--- src/rtl/bin2bcd_seq_ctrl_pkg.sv ---
// Shared types and constants for the sequential binary-to-BCD converter.
// Used by the controller, its digit-adjust cells and the handshake interface.
package bcd_pkg;

    typedef enum logic [1:0] {
        IDLE  = 2'd0,
        SHIFT = 2'd1,
        DONE  = 2'd2
    } state_t;

    localparam int         BCD_DIGIT_W = 4;
    localparam logic [3:0] ADJ_THRESH  = 4'd5;
    localparam logic [3:0] ADJ_ADD     = 4'd3;
    localparam logic [3:0] BCD_MAX     = 4'd9;

endpackage

--- src/rtl/bin2bcd_seq_ctrl_if.sv ---
// Request/result bundle of bin2bcd_seq_ctrl; i_abort exists only with BCD_ABORT_EN.
// master = requester (drives start/operand), slave = converter.
interface bin2bcd_seq_ctrl_if #(
    parameter int WIDTH  = 9,
    parameter int DIGITS = 3
);
    import bcd_pkg::*;

    logic                            i_start;
    logic [WIDTH-1:0]                i_bin_in;
`ifdef BCD_ABORT_EN
    logic                            i_abort;
`endif
    logic                            o_busy;
    logic                            o_done;
    logic [BCD_DIGIT_W*DIGITS-1:0]   o_bcd_out;

`ifdef BCD_ABORT_EN
    modport master (output i_start, i_bin_in, i_abort, input  o_busy, o_done, o_bcd_out);
    modport slave  (input  i_start, i_bin_in, i_abort, output o_busy, o_done, o_bcd_out);
`else
    modport master (output i_start, i_bin_in, input  o_busy, o_done, o_bcd_out);
    modport slave  (input  i_start, i_bin_in, output o_busy, o_done, o_bcd_out);
`endif

endinterface

--- src/rtl/bin2bcd_seq_ctrl_digit_adj.sv ---
// Double-dabble digit correction: adds 3 to a BCD digit in 5..9, passes others through.
// Latency: combinational. Backpressure: none.
module bcd_digit_adj
    import bcd_pkg::*;
(
    input  logic [BCD_DIGIT_W-1:0] i_dig,
    output logic [BCD_DIGIT_W-1:0] o_dig
);

    // Values above 9 cannot occur in a legal accumulator, so they are left untouched.
    assign o_dig = (i_dig >= ADJ_THRESH && i_dig <= BCD_MAX) ? (i_dig + ADJ_ADD) : i_dig;

endmodule

--- src/rtl/bin2bcd_seq_ctrl.sv ---
// Sequential binary-to-BCD converter, one add-3/shift pass per clock; optional BCD_ABORT_EN.
// Latency: done pulses WIDTH+1 cycles after the accepted start; one result per WIDTH+2 cycles.
// Backpressure: start is only sampled in IDLE; requests while busy are dropped, not queued.
module bin2bcd_seq_ctrl
    import bcd_pkg::*;
#(
    parameter int WIDTH  = 9,
    parameter int DIGITS = 3
) (
    input  logic               i_clk,
    input  logic               i_rst_n,
    bin2bcd_seq_ctrl_if.slave  bus
);

    localparam int CNT_W = $clog2(WIDTH + 1);
    localparam int BCD_W = BCD_DIGIT_W * DIGITS;

    if (2**WIDTH - 1 > 10**DIGITS - 1) begin : g_range_chk
        $error("bin2bcd_seq_ctrl: DIGITS too small for WIDTH");
    end

    state_t             r_state;
    logic [CNT_W-1:0]   r_cnt;
    logic [WIDTH-1:0]   r_bin_sr;
    logic [BCD_W-1:0]   r_acc;
    logic [BCD_W-1:0]   r_bcd_out;
    logic               r_busy;
    logic               r_done;

    logic [BCD_W-1:0]   w_acc_adj;
    logic               w_abort;
    logic               w_unused_msb;

    for (genvar g = 0; g < DIGITS; g++) begin : g_adj
        bcd_digit_adj u_adj (
            .i_dig (r_acc[g*BCD_DIGIT_W +: BCD_DIGIT_W]),
            .o_dig (w_acc_adj[g*BCD_DIGIT_W +: BCD_DIGIT_W])
        );
    end

    // The top adjusted bit is shifted out; the range check guarantees it is always zero.
    assign w_unused_msb = w_acc_adj[BCD_W-1];

`ifdef BCD_ABORT_EN
    assign w_abort = bus.i_abort;
`else
    assign w_abort = 1'b0;
`endif

    always_ff @(posedge i_clk or negedge i_rst_n) begin
        if (!i_rst_n) begin
            r_state   <= IDLE;
            r_cnt     <= '0;
            r_bin_sr  <= '0;
            r_acc     <= '0;
            r_bcd_out <= '0;
            r_busy    <= 1'b0;
            r_done    <= 1'b0;
        end else begin
            r_done <= 1'b0;
            case (r_state)
                IDLE: begin
                    if (bus.i_start) begin
                        r_bin_sr <= bus.i_bin_in;
                        r_acc    <= '0;
                        r_cnt    <= CNT_W'(WIDTH);
                        r_busy   <= 1'b1;
                        r_state  <= SHIFT;
                    end
                end
                SHIFT: begin
                    if (w_abort) begin
                        r_busy  <= 1'b0;
                        r_state <= IDLE;
                    end else begin
                        r_acc    <= {w_acc_adj[BCD_W-2:0], r_bin_sr[WIDTH-1]};
                        r_bin_sr <= {r_bin_sr[WIDTH-2:0], 1'b0};
                        r_cnt    <= r_cnt - CNT_W'(1);
                        if (r_cnt == CNT_W'(1)) begin
                            r_state <= DONE;
                        end
                    end
                end
                DONE: begin
                    r_bcd_out <= r_acc;
                    r_done    <= 1'b1;
                    r_busy    <= 1'b0;
                    r_state   <= IDLE;
                end
                default: begin
                    r_busy  <= 1'b0;
                    r_state <= IDLE;
                end
            endcase
        end
    end

    assign bus.o_busy    = r_busy;
    assign bus.o_done    = r_done;
    assign bus.o_bcd_out = r_bcd_out;

endmodule
--- src/flat_wrapper.sv ---
// flat-port wrapper written by rule: the top's interface ports become plain ports
module bin2bcd_seq_ctrl_flat import bcd_pkg::*;
#(
    parameter int WIDTH  = 9,
    parameter int DIGITS = 3
)
  (i_clk, i_rst_n, bus_i_start, bus_i_bin_in, bus_o_busy, bus_o_done, bus_o_bcd_out);
  bin2bcd_seq_ctrl_if #(.WIDTH(WIDTH), .DIGITS(DIGITS)) bus_i ();
  input  logic i_clk;
  input  logic i_rst_n;
  input wire logic [$bits(bus_i.i_start)-1:0] bus_i_start;
  input wire logic [$bits(bus_i.i_bin_in)-1:0] bus_i_bin_in;
  output wire logic [$bits(bus_i.o_busy)-1:0] bus_o_busy;
  output wire logic [$bits(bus_i.o_done)-1:0] bus_o_done;
  output wire logic [$bits(bus_i.o_bcd_out)-1:0] bus_o_bcd_out;
  assign bus_i.i_start = bus_i_start;
  assign bus_i.i_bin_in = bus_i_bin_in;
  assign bus_o_busy = bus_i.o_busy;
  assign bus_o_done = bus_i.o_done;
  assign bus_o_bcd_out = bus_i.o_bcd_out;
  bin2bcd_seq_ctrl #(.WIDTH(WIDTH), .DIGITS(DIGITS)) u_core (.i_clk(i_clk), .i_rst_n(i_rst_n), .bus(bus_i));
endmodule
--- config.mk ---
export PLATFORM = sky130hd
export DESIGN_NAME = bin2bcd_seq_ctrl_flat
export DESIGN_NICKNAME = d
export VERILOG_FILES = /design/src/rtl/bin2bcd_seq_ctrl_pkg.sv /design/src/rtl/bin2bcd_seq_ctrl_if.sv /design/src/rtl/bin2bcd_seq_ctrl_digit_adj.sv /design/src/rtl/bin2bcd_seq_ctrl.sv /design/src/flat_wrapper.sv
export SDC_FILE = /design/constraint.sdc
export NUM_CORES = 1
export LEC_CHECK = 0
export ABC_AREA = 1
export BUFFER_PORTS_ARGS = -buffer_cell sky130_fd_sc_hd__buf_2
export CAP_MARGIN = 30
export CORE_ASPECT_RATIO = 1.1
export CORE_MARGIN = 2
export CORE_UTILIZATION = 30
export DETAILED_ROUTE_END_ITERATION = 10
export GPL_TIMING_DRIVEN = 0
export PLACE_DENSITY = 0.55
export SYNTH_ARGS = -nofsm -noshare
export SYNTH_HDL_FRONTEND = slang
export SYNTH_SLANG_ARGS = --single-unit
--- constraint.sdc ---
create_clock -name i_clk -period 3.4 [get_ports i_clk]
set_input_delay 0.17 -clock i_clk [delete_from_list [all_inputs] [get_ports i_clk]]
set_output_delay 0.17 -clock i_clk [all_outputs]
set_load 0.005 [all_outputs]
==> flow_metrics.py <==
metrics = {
    "yosys": {
        "syn_area_per_cell_um2": 9.08,
        "syn_nets": 242,
        "ys_seq_elements": 41,
        "synthMuxAreaShare_pct": 0,
        "synth_area_mm2": 0.00202,
        "yosysWarnings": 0,
        "synth_simple_gate_area_share_pct": 18.7,
        "synth_cell_types": 23,
        "synth_compound_area_share_pct": 15.7,
        "syn_inst": 222,
        "synth-seq-area-share_pct": 50.9,
        "synth_xor_area_share_pct": 0.435,
        "synth_top_family_by_area": "simple AND/OR/NAND/NOR gates",
        "synthAdderAreaFrac_pct": 4.97,
    },
    "cells_and_area": {
        "design_area_mm2": 0.00240,
        "regArea_mm2": 0.00103,
        "fin_nets": 276,
        "final_cell_count_no_fill": 339,
        "syn_to_final_growth_pct": 18.9,
        "antenna_cells": 0,
        "layout-drive-gt1-share_pct": 24.1,
        "multiInputGateArea_um2": 802,
        "fill_cells": 670,
        "fin_util_pct": 36.6,
    },
    "global_routing": {
        "grt_pass1_vias": 1485,
        "grt_use_met2_pct": 17.4,
        "grt_overflow": 0,
        "grt_pass1_wl_um": 6770,
        "grt-busiest-layer": "met2",
        "grt_usage_pct": 11.7,
        "grt_max_degree": 24,
        "met3_usage_pct": 2.81,
        "gr-usage-met1_pct": 16.3,
        "antenna_found_initial": 0,
    },
    "power": {
        "p_int_mw": 1.33,
        "seqPwrFrac_pct": 37.3,
        "p_per_area_mw_per_mm2": 913,
        "p_leak_nw": 1.20,
        "switching_share_pct": 39.1,
        "worst_ir_drop_vdd_v": 0.000427,
        "p_comb_share_pct": 44.0,
        "p_sw_mw": 0.857,
        "power_frac_clock_pct": 18.8,
    },
    "cts": {
        "insertion_delay_ns": 0.29,
        "post-cts-setup-buffer-count": 0,
        "clock-sinks": 41,
        "cts_tree": "done",
        "cts_max_path_buffers": 2,
        "cts_resized": 0,
        "clkTransAtPathRegs_ns": 0.08,
        "ctsRootBufferMaster": "clkbuf_8",
        "numCtsBuffers": 5,
        "h-tree-depth": 2,
        "cts_hold_buf": 1,
    },
    "place": {
        "placed_cell_area_mm2": 0.00227,
        "place_congestion": 0.766,
        "hpwlAfterDp_um": 2850,
        "dp.cells": 330,
        "portBuffers": 25,
    },
    "timing": {
        "tns_ns": 0,
        "setup_viol": 0,
        "slew_violations": 0,
        "relSlewSlack_pct": 67.8,
        "post-route-period-util_pct": 41.6,
        "max_freq_ghz": 0.708,
        "finalCriticalPeriod_ns": 1.41,
        "fin_hold_ws_ns": 0.0828,
        "tightest_slew_ns": 0.483,
        "rsz0062_at_grt": "no",
        "clock_skew_ns": 0.00679,
        "hold_violations": 0,
    },
    "routing": {
        "dr.first_iter.drc_count": 69,
        "drt-vias-per-instance": 4.42,
        "drt_first_pass_iters": 4,
        "drcViolationCount": 0,
        "wl_per_cell_um": 11.5,
        "num_vias": 1500,
        "wl_um": 3900,
        "ant_nets": 0,
    },
    "setup_path": {
        "worst_ep_required_time_ns": 3.59,
        "crit_top_cell": "nand2_1",
        "timing_worst_setup_path_type": "reg2reg",
        "start_kind": "flop",
        "cpPeakStageDelay_ns": 0.42,
        "worst_path_max_delay_cell": "dfrtp_1",
        "crit_path_max_fanout": 5,
        "path_cells": "inv_1, ha_1, o21ai_0, nand2_1, nand2_1, nand2_1, nand3_1, nand2_1",
        "cp-end-kind": "flop",
        "worstPathArrival_ns": 1.60,
    },
    "worst_hold_path": {
        "hold_class": "in2reg",
    },
    "run": {
        "drv_cap": 0,
    },
    "floorplanning": {
        "fp.dieH_um": 90.0,
        "die_x_um": 82.2,
        "start_util_pct": 30.8,
        "rows": 31,
        "core_area_mm2": 0.00656,
        "die_area_mm2": 0.00739,
        "ioPinCount": 26,
    },
    "run_status": {
        "status": "finished clean",
    },
}
## routing by layer
metal | vias up | routed length, um | part of all wire (%)
met4 | 0 | 53 | 1.4
li1 | 789 | - | -
met5 | - | 0 | 0
met1 | 677 | 2000 | 51
met2 | 29 | 1690 | 43
met3 | 5 | 163 | 4.2
## worst paths after layout
kind,end,depth (start not counted),slack (ns),from
max in group asynchronous,u_core.r_acc[0]$_DFFE_PN0P_,3,2.57,i_rst_n
min in group asynchronous,u_core.r_cnt[2]$_DFFE_PN0P_,2,0.36,i_rst_n
setup reg to reg,u_core.r_acc[6]$_DFFE_PN0P_,8,1.99,u_core.r_acc[4]$_DFFE_PN0P_
hold / removal,u_core.r_bin_sr[2]$_DFFE_PN0P_,3,0.08,bus_i_bin_in[2]
setup / recovery,u_core.r_acc[6]$_DFFE_PN0P_,8,1.99,u_core.r_acc[4]$_DFFE_PN0P_
hold reg to reg,u_core.bus.o_busy$_DFFE_PN0P_,2,0.48,u_core.bus.o_busy$_DFFE_PN0P_
## critical path, delay by kind of cell (launching register included)
kind            cells  cell delay (ns)
compound gates      1             0.15
fa+ha+maj           1             0.25
buf+inv             1             0.11
flops               1             0.42
simple gates        5             0.37
## power by group through the flow
stage	sequential (mW)	combinational, mW	clock, mW
final	0.816	0.962	0.411
after global routing	0.846	1.12	0.441
after CTS	0.817	0.983	0.424
after detailed placement	0.825	0.981	0
after global placement	0.822	0.962	0
after floorplan	0.818	0.720	0
## synthesized netlist by cell type
cell	number	area share [%]
buf_8	1	0.74
nand2_1	65	12
buf_4	1	0.37
nor2_1	7	1.3
o211ai_1	2	0.74
xnor2_1	1	0.43
nand2_4	2	1.1
dfrtp_1	41	51
inv_2	4	0.74
o22ai_2	1	0.62
buf_6	4	2.2
o22ai_1	4	1.2
o221ai_1	6	2.6
nand2_2	1	0.31
a21oi_1	5	1.2
o21ai_0	8	2.0
nand3_1	13	3.2
nor2_2	2	0.62
o21ai_2	13	5.6
o2111ai_1	2	0.87
o21ai_1	3	0.74
ha_1	8	5.0
inv_1	28	5.2
## cell usage in the layout, fill, tap and decap left out, types with 3 or more instances in the layout
| cell | n |
|---|---|
| nand2_1 | 65 |
| dfrtp_1 | 41 |
| inv_1 | 28 |
| buf_2 | 25 |
| nand3_1 | 13 |
| o21ai_2 | 13 |
| o21ai_0 | 8 |
| ha_1 | 8 |
| nor2_1 | 7 |
| o221ai_1 | 6 |
| clkbuf_8 | 6 |
| a21oi_1 | 5 |
| inv_2 | 4 |
| buf_6 | 4 |
| o22ai_1 | 4 |
| o21ai_1 | 3 |
## state kept, by name, summed over array words and instances (netlist names)
register and count:
u_core.bus.o_bcd_out 12, u_core.bus.o_busy 1, u_core.bus.o_done 1, u_core.r_acc 12
u_core.r_bin_sr 9, u_core.r_cnt 4, u_core.r_state 2
## cell families after synthesis
logic type | count (synthesis)
and+or+nand+nor | 90
AOI/OAI and AO/OA | 44
DFF | 41
buffers and inverters | 38
adders and majority gates | 8
xor gates and xnor gates | 1
## metrics by stage
step | power, mW | setup slack [ns]
after floorplan | 1.54 | 2.16
final | 2.19 | 1.99
after detailed placement | 1.81 | 2.01
after global routing | 2.41 | 1.78
after global placement | 1.78 | 2.01
after CTS | 2.22 | 1.99
## area by class of cell
cell class | count | share of cell area (%)
Clock buffer | 7 | 3.60
Multi-Input combinational cell | 143 | 33.5
Tap cell | 82 | 4.28
Clock inverter | 1 | 1.25
Sequential cell | 41 | 42.8
Buffer | 6 | 2.82
Inverter | 32 | 5.01
Timing Repair Buffer | 27 | 6.78
No activity file was read; power rests on OpenSTA's default activity.
